<file path="src/rtl/approx_mul_pkg.sv">
// Shared types and elaboration-time helpers for the pipelined approximate multiplier.
package approx_mul_pkg;

  localparam int MAX_W = 16;
  localparam int MAX_P = 2 * MAX_W;

  // Carry-save rows between stages; the last stage carries the product in s.
  typedef struct packed {
    logic [MAX_P-1:0] s;
    logic [MAX_P-1:0] c;
    logic             exact;
  } stage_t;

  // 1 when partial product a[i]&b[j] carries negative weight.
  function automatic logic pp_neg(input int i, input int j, input int width, input int signed_m);
    return (signed_m != 0) && ((i == width - 1) != (j == width - 1));
  endfunction

  // Keeps product columns [2*width-1:trunc].
  function automatic logic [MAX_P-1:0] mask(input int trunc, input int width);
    logic [MAX_P-1:0] m;
    m = '0;
    for (int k = 0; k < MAX_P; k++)
      if (k >= trunc && k < 2 * width) m[k] = 1'b1;
    return m;
  endfunction

  // Baugh-Wooley: -p*2^k == (~p)*2^k - 2^k, so all the -2^k terms fold into one constant.
  // Negative columns sit at weight >= width-1 > trunc, so they are never truncated.
  function automatic logic [MAX_P-1:0] bw_const(input int width, input int signed_m);
    logic [MAX_P-1:0] acc;
    acc = '0;
    for (int i = 0; i < width; i++)
      for (int j = 0; j < width; j++)
        if (pp_neg(i, j, width, signed_m)) acc = acc + (MAX_P'(1) << (i + j));
    return MAX_P'(0) - acc;
  endfunction

  function automatic bit params_ok(input int width, input int trunc, input int signed_m,
                                   input int stages);
    return (width >= 4) && (width <= MAX_W) && (trunc >= 0) && (trunc <= width - 2) &&
           (signed_m == 0 || signed_m == 1) && (stages >= 1) && (stages <= 4);
  endfunction

endpackage

</file>
<file path="src/rtl/approx_mul_slice.sv">
// One elastic register slice: loads when empty or when its contents leave this cycle.
module approx_mul_slice #(
  parameter int DW = 8
) (
  input  logic          clk,
  input  logic          rst_n,
  input  logic          i_valid,
  output logic          o_ready,
  input  logic [DW-1:0] i_data,
  output logic          o_valid,
  input  logic          i_ready,
  output logic [DW-1:0] o_data
);

  logic          r_valid;
  logic [DW-1:0] r_data;
  logic          w_load;

  assign o_ready = !r_valid || i_ready;
  assign w_load  = i_valid && o_ready;
  assign o_valid = r_valid;
  assign o_data  = r_data;

  always_ff @(posedge clk or negedge rst_n) begin
    if (!rst_n) begin
      r_valid <= 1'b0;
      r_data  <= '0;
    end else if (w_load) begin
      r_valid <= 1'b1;
      r_data  <= i_data;
    end else if (i_ready) begin
      r_valid <= 1'b0;
    end
  end

endmodule

</file>
<file path="src/rtl/approx_mul_pipe.sv">
// Pipelined Baugh-Wooley multiplier with per-transaction exact/column-truncated mode.
module approx_mul_pipe
  import approx_mul_pkg::*;
#(
  parameter int WIDTH  = 8,
  parameter int TRUNC  = 3,
  parameter int SIGNED = 1,
  parameter int STAGES = 2
) (
  input  logic               clk,
  input  logic               rst_n,
  input  logic               in_valid,
  output logic               in_ready,
  input  logic [WIDTH-1:0]   in_a,
  input  logic [WIDTH-1:0]   in_b,
  input  logic               in_exact,
  output logic               out_valid,
  input  logic               out_ready,
  output logic [2*WIDTH-1:0] out_p,
  output logic               out_exact,
  output logic [15:0]        txn_count
);

  localparam int               PW   = 2 * WIDTH;
  localparam int               SW   = $bits(stage_t);
  localparam logic [MAX_P-1:0] BW_K = bw_const(WIDTH, SIGNED);
  localparam logic [MAX_P-1:0] MASK = mask(TRUNC, WIDTH);

  if (!params_ok(WIDTH, TRUNC, SIGNED, STAGES)) begin : g_param_chk
    $fatal(1, "approx_mul_pipe: illegal WIDTH/TRUNC/SIGNED/STAGES");
  end

  function automatic stage_t finalize(input stage_t x);
    stage_t y;
    y.s     = x.s + x.c;
    if (!x.exact) y.s = y.s & MASK;
    y.c     = '0;
    y.exact = x.exact;
    return y;
  endfunction

  // Stage-0 datapath: partial-product rows folded into sum/carry rows by a 3:2 chain.
  stage_t w_cs;
  always_comb begin
    logic [MAX_P-1:0] s, c, row, cy;
    s   = BW_K;
    c   = '0;
    row = '0;
    cy  = '0;
    for (int j = 0; j < WIDTH; j++) begin
      row = '0;
      for (int i = 0; i < WIDTH; i++)
        if (in_exact || (i + j) >= TRUNC)
          row[i+j] = (in_a[i] & in_b[j]) ^ pp_neg(i, j, WIDTH, SIGNED);
      cy = (s & c) | (s & row) | (c & row);
      s  = s ^ c ^ row;
      c  = cy << 1;
    end
    w_cs.s     = s;
    w_cs.c     = c;
    w_cs.exact = in_exact;
  end

  stage_t [STAGES-1:0] w_d, w_q;
  logic   [STAGES:0]   w_vld_pipe, w_rdy_pipe;

  assign w_vld_pipe[0]      = in_valid;
  assign in_ready           = w_rdy_pipe[0];
  assign w_rdy_pipe[STAGES] = out_ready;

  for (genvar k = 0; k < STAGES; k++) begin : g_stage
    if (k == 0 && STAGES == 1) begin : g_only
      assign w_d[k] = finalize(w_cs);
    end else if (k == 0) begin : g_first
      assign w_d[k] = w_cs;
    end else if (k == STAGES - 1) begin : g_last
      assign w_d[k] = finalize(w_q[k-1]);
    end else begin : g_mid
      assign w_d[k] = w_q[k-1];
    end

    approx_mul_slice #(.DW(SW)) u_slice (
      .clk     (clk),
      .rst_n   (rst_n),
      .i_valid (w_vld_pipe[k]),
      .o_ready (w_rdy_pipe[k]),
      .i_data  (w_d[k]),
      .o_valid (w_vld_pipe[k+1]),
      .i_ready (w_rdy_pipe[k+1]),
      .o_data  (w_q[k])
    );
  end

  assign out_valid = w_vld_pipe[STAGES];
  assign out_p     = w_q[STAGES-1].s[PW-1:0];
  assign out_exact = w_q[STAGES-1].exact;

  // Carry row and product bits above 2*WIDTH of the last stage are always dropped.
  logic w_unused;
  assign w_unused = ^{w_q[STAGES-1].c, w_q[STAGES-1].s};

  logic [15:0] r_txn_count;
  always_ff @(posedge clk or negedge rst_n) begin
    if (!rst_n)                      r_txn_count <= '0;
    else if (out_valid && out_ready) r_txn_count <= r_txn_count + 16'd1;
  end
  assign txn_count = r_txn_count;

endmodule

</file>
<file path="config.mk">
export PLATFORM = sky130hd
export DESIGN_NAME = approx_mul_pipe
export DESIGN_NICKNAME = d
export VERILOG_FILES = /design/src/rtl/approx_mul_pkg.sv /design/src/rtl/approx_mul_slice.sv /design/src/rtl/approx_mul_pipe.sv
export SDC_FILE = /design/constraint.sdc
export NUM_CORES = 1
export LEC_CHECK = 0
export CORE_MARGIN = 4
export CORE_UTILIZATION = 62
export CTS_BUF_LIST = sky130_fd_sc_hd__clkbuf_2
export CTS_CLUSTER_SIZE = 28
export DETAILED_ROUTE_END_ITERATION = 12
export PLACE_DENSITY = 0.95
export SYNTH_ARGS = -nofsm -noshare
export SYNTH_HDL_FRONTEND = slang
export SYNTH_SLANG_ARGS = --single-unit
</file>
<file path="constraint.sdc">
create_clock -name clk -period 2.9 [get_ports clk]
set_clock_uncertainty 0.15 [all_clocks]
set_input_delay 0.29 -clock clk [delete_from_list [all_inputs] [get_ports clk]]
set_output_delay 0.29 -clock clk [all_outputs]
set_load 0.1 [all_outputs]
</file>
==> results_dict.tcl <==
set metrics [dict create \
    fmax_ghz 0.2624 \
    area_growth_pct 23.01 \
    cts_tree "yes" \
    cap_violations 0 \
    initial_core_util_pct 64.65 \
    dieHeight_um 90.06 \
    clock-root-buffer "clkbuf_2" \
    final_nets 547 \
    finalHoldViolations 0 \
    critPathLaunchType "input port" \
    antenna_found_initial 0 \
    wl_mm 9.080 \
    grt_usage_pct 23.62 \
    core_region_area_um2 6459 \
    r2r_cells 7 \
    slew_viol_final 0 \
    dp_slack_ps -1835 \
    status "finished with violations" \
    p_leak_nw 2.376 \
    peakVddDrop_v 0.0006768 \
    synth_cells 387 \
    synth_seq_cells 60 \
    yosys_most_used_dff "dfrtp_1" \
    wire_per_inst_um 16.72 \
    initialDrtViolationCount 111 \
    violations "setup timing" \
    cp_max_fo 4 \
    final_cells 543 \
    post-route-min-period_ps 3811 \
    r2r_start "g_stage[0].u_slice.o_data[9]" \
    grt_max_degree 39 \
    critPathArrivalTime_ps 4050 \
    io-pin-count 56 \
    cts_sinks 60 \
    async_flop_share_pct 100.0 \
    finalSetupTns_ps -7683 \
    netlist-cell-type-count 45 \
    netlist_top_cells_area "dfrtp_1, fa_1, mux2_2" \
    synth_common_cells "nand2_1, dfrtp_1, inv_1, fa_1, mux2_2" \
    synth_most_common_cell "nand2_1" \
    power.share.clock_pct 11.7 \
    r2r_end "g_stage[1].u_slice.o_data[47]" \
    p_seq_share_pct 27.0 \
    internal_power_mw 2.404 \
    firstDrtPassIters 4 \
    slew_headroom_pct 61.42 \
    syn_area_per_cell_um2 10.79 \
    cp_cell_sequence "buf_8 -> buf_6 -> and2_4 -> ha_4 -> inv_2 -> fa_2 -> inv_2 -> fa_2 -> fa_2 -> inv_2 -> fa_2 -> fa_2 -> inv_2 -> fa_2 -> mux2_4" \
    cpPeakStageDelay_ps 520 \
    rsz0062_at_grt "true" \
    diodes 0 \
    placed_cells 525 \
    grt_pass1_wl_mm 15.48 \
    dp_hpwl_mm 6.647 \
    reg2reg_slack_ps 700 \
    rows 29 \
    grt_pass1_vias 3313 \
    cp-end-kind "flip-flop" \
    netlist_area_um2 4175 \
    power_mw 4.886 \
    cpMaxStageDelayCell "fa_2" \
    p_sw_mw 2.482 \
    finalSetupViolCount 13 \
    overflow 0 \
    dieWidth_um 90.06 \
    routabilityCongestion 0.7674 \
    fillerInstances 387 \
    path_clk_slew_ps 170 \
    powerDensity_nw_per_um2 951.4 \
    layout-drive-gt1-share_pct 38.84 \
    critPathRequiredTime_ps 3140 \
    drt-vias-per-instance 5.630 \
    ant_nets 0 \
    cts-buffers-inserted 9 \
    critPathKind "input port to flip-flop" \
    tightest_slew_ps 573.4 \
    port_buffers 55 \
    ctsLongestPathBuffers 2 \
    setup_slack_ps -911.0 \
    synth_top_area_share_pct 35.96 \
    syn_nets 472 \
    cp_common_cell "fa_2" \
    yosysTopAreaCell "dfrtp_1" \
    share_comb_of_total_power_pct 61.2 \
    switching_share_pct 50.80 \
    dieArea_um2 8111 \
    ys_seq_area_share_pct 35.96 \
    drc_errors 0 \
    hp-class "input port to async pin" \
    htreeDepth 3 \
    clk_latency_ps 490 \
    ys_warn_count 0 \
    vias 3057 \
    synth_edf_count 0 \
    finalCritPeriodShare_pct 131.4 \
]
## placed cells by master, fill, tap and decap left out, drive strengths merged, types with 2 or more instances in the layout
master,n
nor2b,2
xor2,4
o21ai,13
clkinv,3
nor4,2
nand2b,3
and3,8
nand4b,4
buf,61
a211oi,3
nand4,4
and2,16
clkdlybuf4s50,8
bufinv,2
a21o,2
xnor2,13
inv,45
dfrtp,60
nand2,71
nor2,5
o31ai,2
o21bai,2
fa,43
nand3,8
ha,21
clkbuf,12
mux2,27
dlygate4sd2,4
## power by group through the flow
| stage | Clock [mW] | Sequential [mW] | Combinational, mW |
|---|---|---|---|
| final | 0.572 | 1.32 | 2.99 |
| after global routing | 0.616 | 1.35 | 3.19 |
| after CTS | 0.578 | 1.31 | 2.93 |
| after detailed placement | 0 | 1.33 | 2.84 |
| after global placement | 0 | 1.31 | 2.71 |
| after floorplan | 0 | 2.29 | 1.22 |
## stage by stage
step | area (µm²) | utilization, % | hold slack, ps
2_1_floorplan | 4307 | - | -155.6
3_3_place_gp | 4931 | 76.35 | 150.2
3_5_place_dp | 4931 | 76.35 | 152.0
4_1_cts | 5111 | 79.14 | 112.2
5_1_grt | 5136 | 79.52 | 108.7
6_report | 5136 | 79.52 | 137.3
## routing by layer
metal / global-route usage (%) / part of all wire [%] / up-vias
met5: 0 / 0 / -
met3: 6.344 / 4.6 / 16
met1: 27.50 / 39 / 1559
met2: 43.62 / 55 / 80
li1: - / - / 1402
met4: 4.974 / 1.6 / 0
## worst max path at each step
stage	startpoint	endpoint	slack [ps]
after floorplan	in_a[7]	g_stage[0].u_slice.o_data[40]	-1180
after global placement	in_b[0]	g_stage[0].u_slice.o_data[40]	-1770
after detailed placement	in_b[0]	g_stage[0].u_slice.o_data[41]	-1840
after CTS	in_b[1]	g_stage[0].u_slice.o_data[40]	-930
after global routing	in_b[1]	g_stage[0].u_slice.o_data[40]	-920
final	in_b[1]	g_stage[0].u_slice.o_data[40]	-910
## worst max-delay path: cells and delay by family
kind	cells	cell delay, ps
adder cells (fa/ha/maj)	7	2940
AND/OR/NAND/NOR	1	130
buffers and inverters	6	420
multiplexers	1	270
## what timing repair did
item                                    CTS  global route
setup buffers                             2             0
gates resized for setup                  57            23
pin swaps                                18            12
gates cloned                              0             0
hold endpoints to repair                 22             0
endpoints found under the setup margin   17            15
hold buffers                              1             0
## layout make-up
cell class / instances / area (µm²) / share of cell area [%]
inverter: 45 / 168.9 / 3.289
clock inverter: 6 / 80.08 / 1.559
clock buffer: 9 / 45.04 / 0.8770
sequential: 60 / 1503 / 29.26
tap: 77 / 96.34 / 1.876
timing repair buffer: 77 / 628.1 / 12.23
multi-input combinational: 269 / 2615 / 50.91
## flip-flops by register name, summed over array words and instances (netlist names)
register	count
g_stage.u_slice.o_valid	2
g_stage.u_slice.o_data	42
txn_count	16
## cells by family after synthesis
family | count (synthesis) | share of synthesized area (%)
AND/OR/NAND/NOR | 132 | 16.09
XOR/XNOR | 17 | 3.566
adder cells (fa/ha/maj) | 64 | 26.91
flip-flops | 60 | 35.96
multiplexers | 27 | 7.282
AO/OA/AOI/OAI | 29 | 4.615
buffers and inverters | 58 | 5.574
Note: power is estimated with default switching activity, not from simulation.
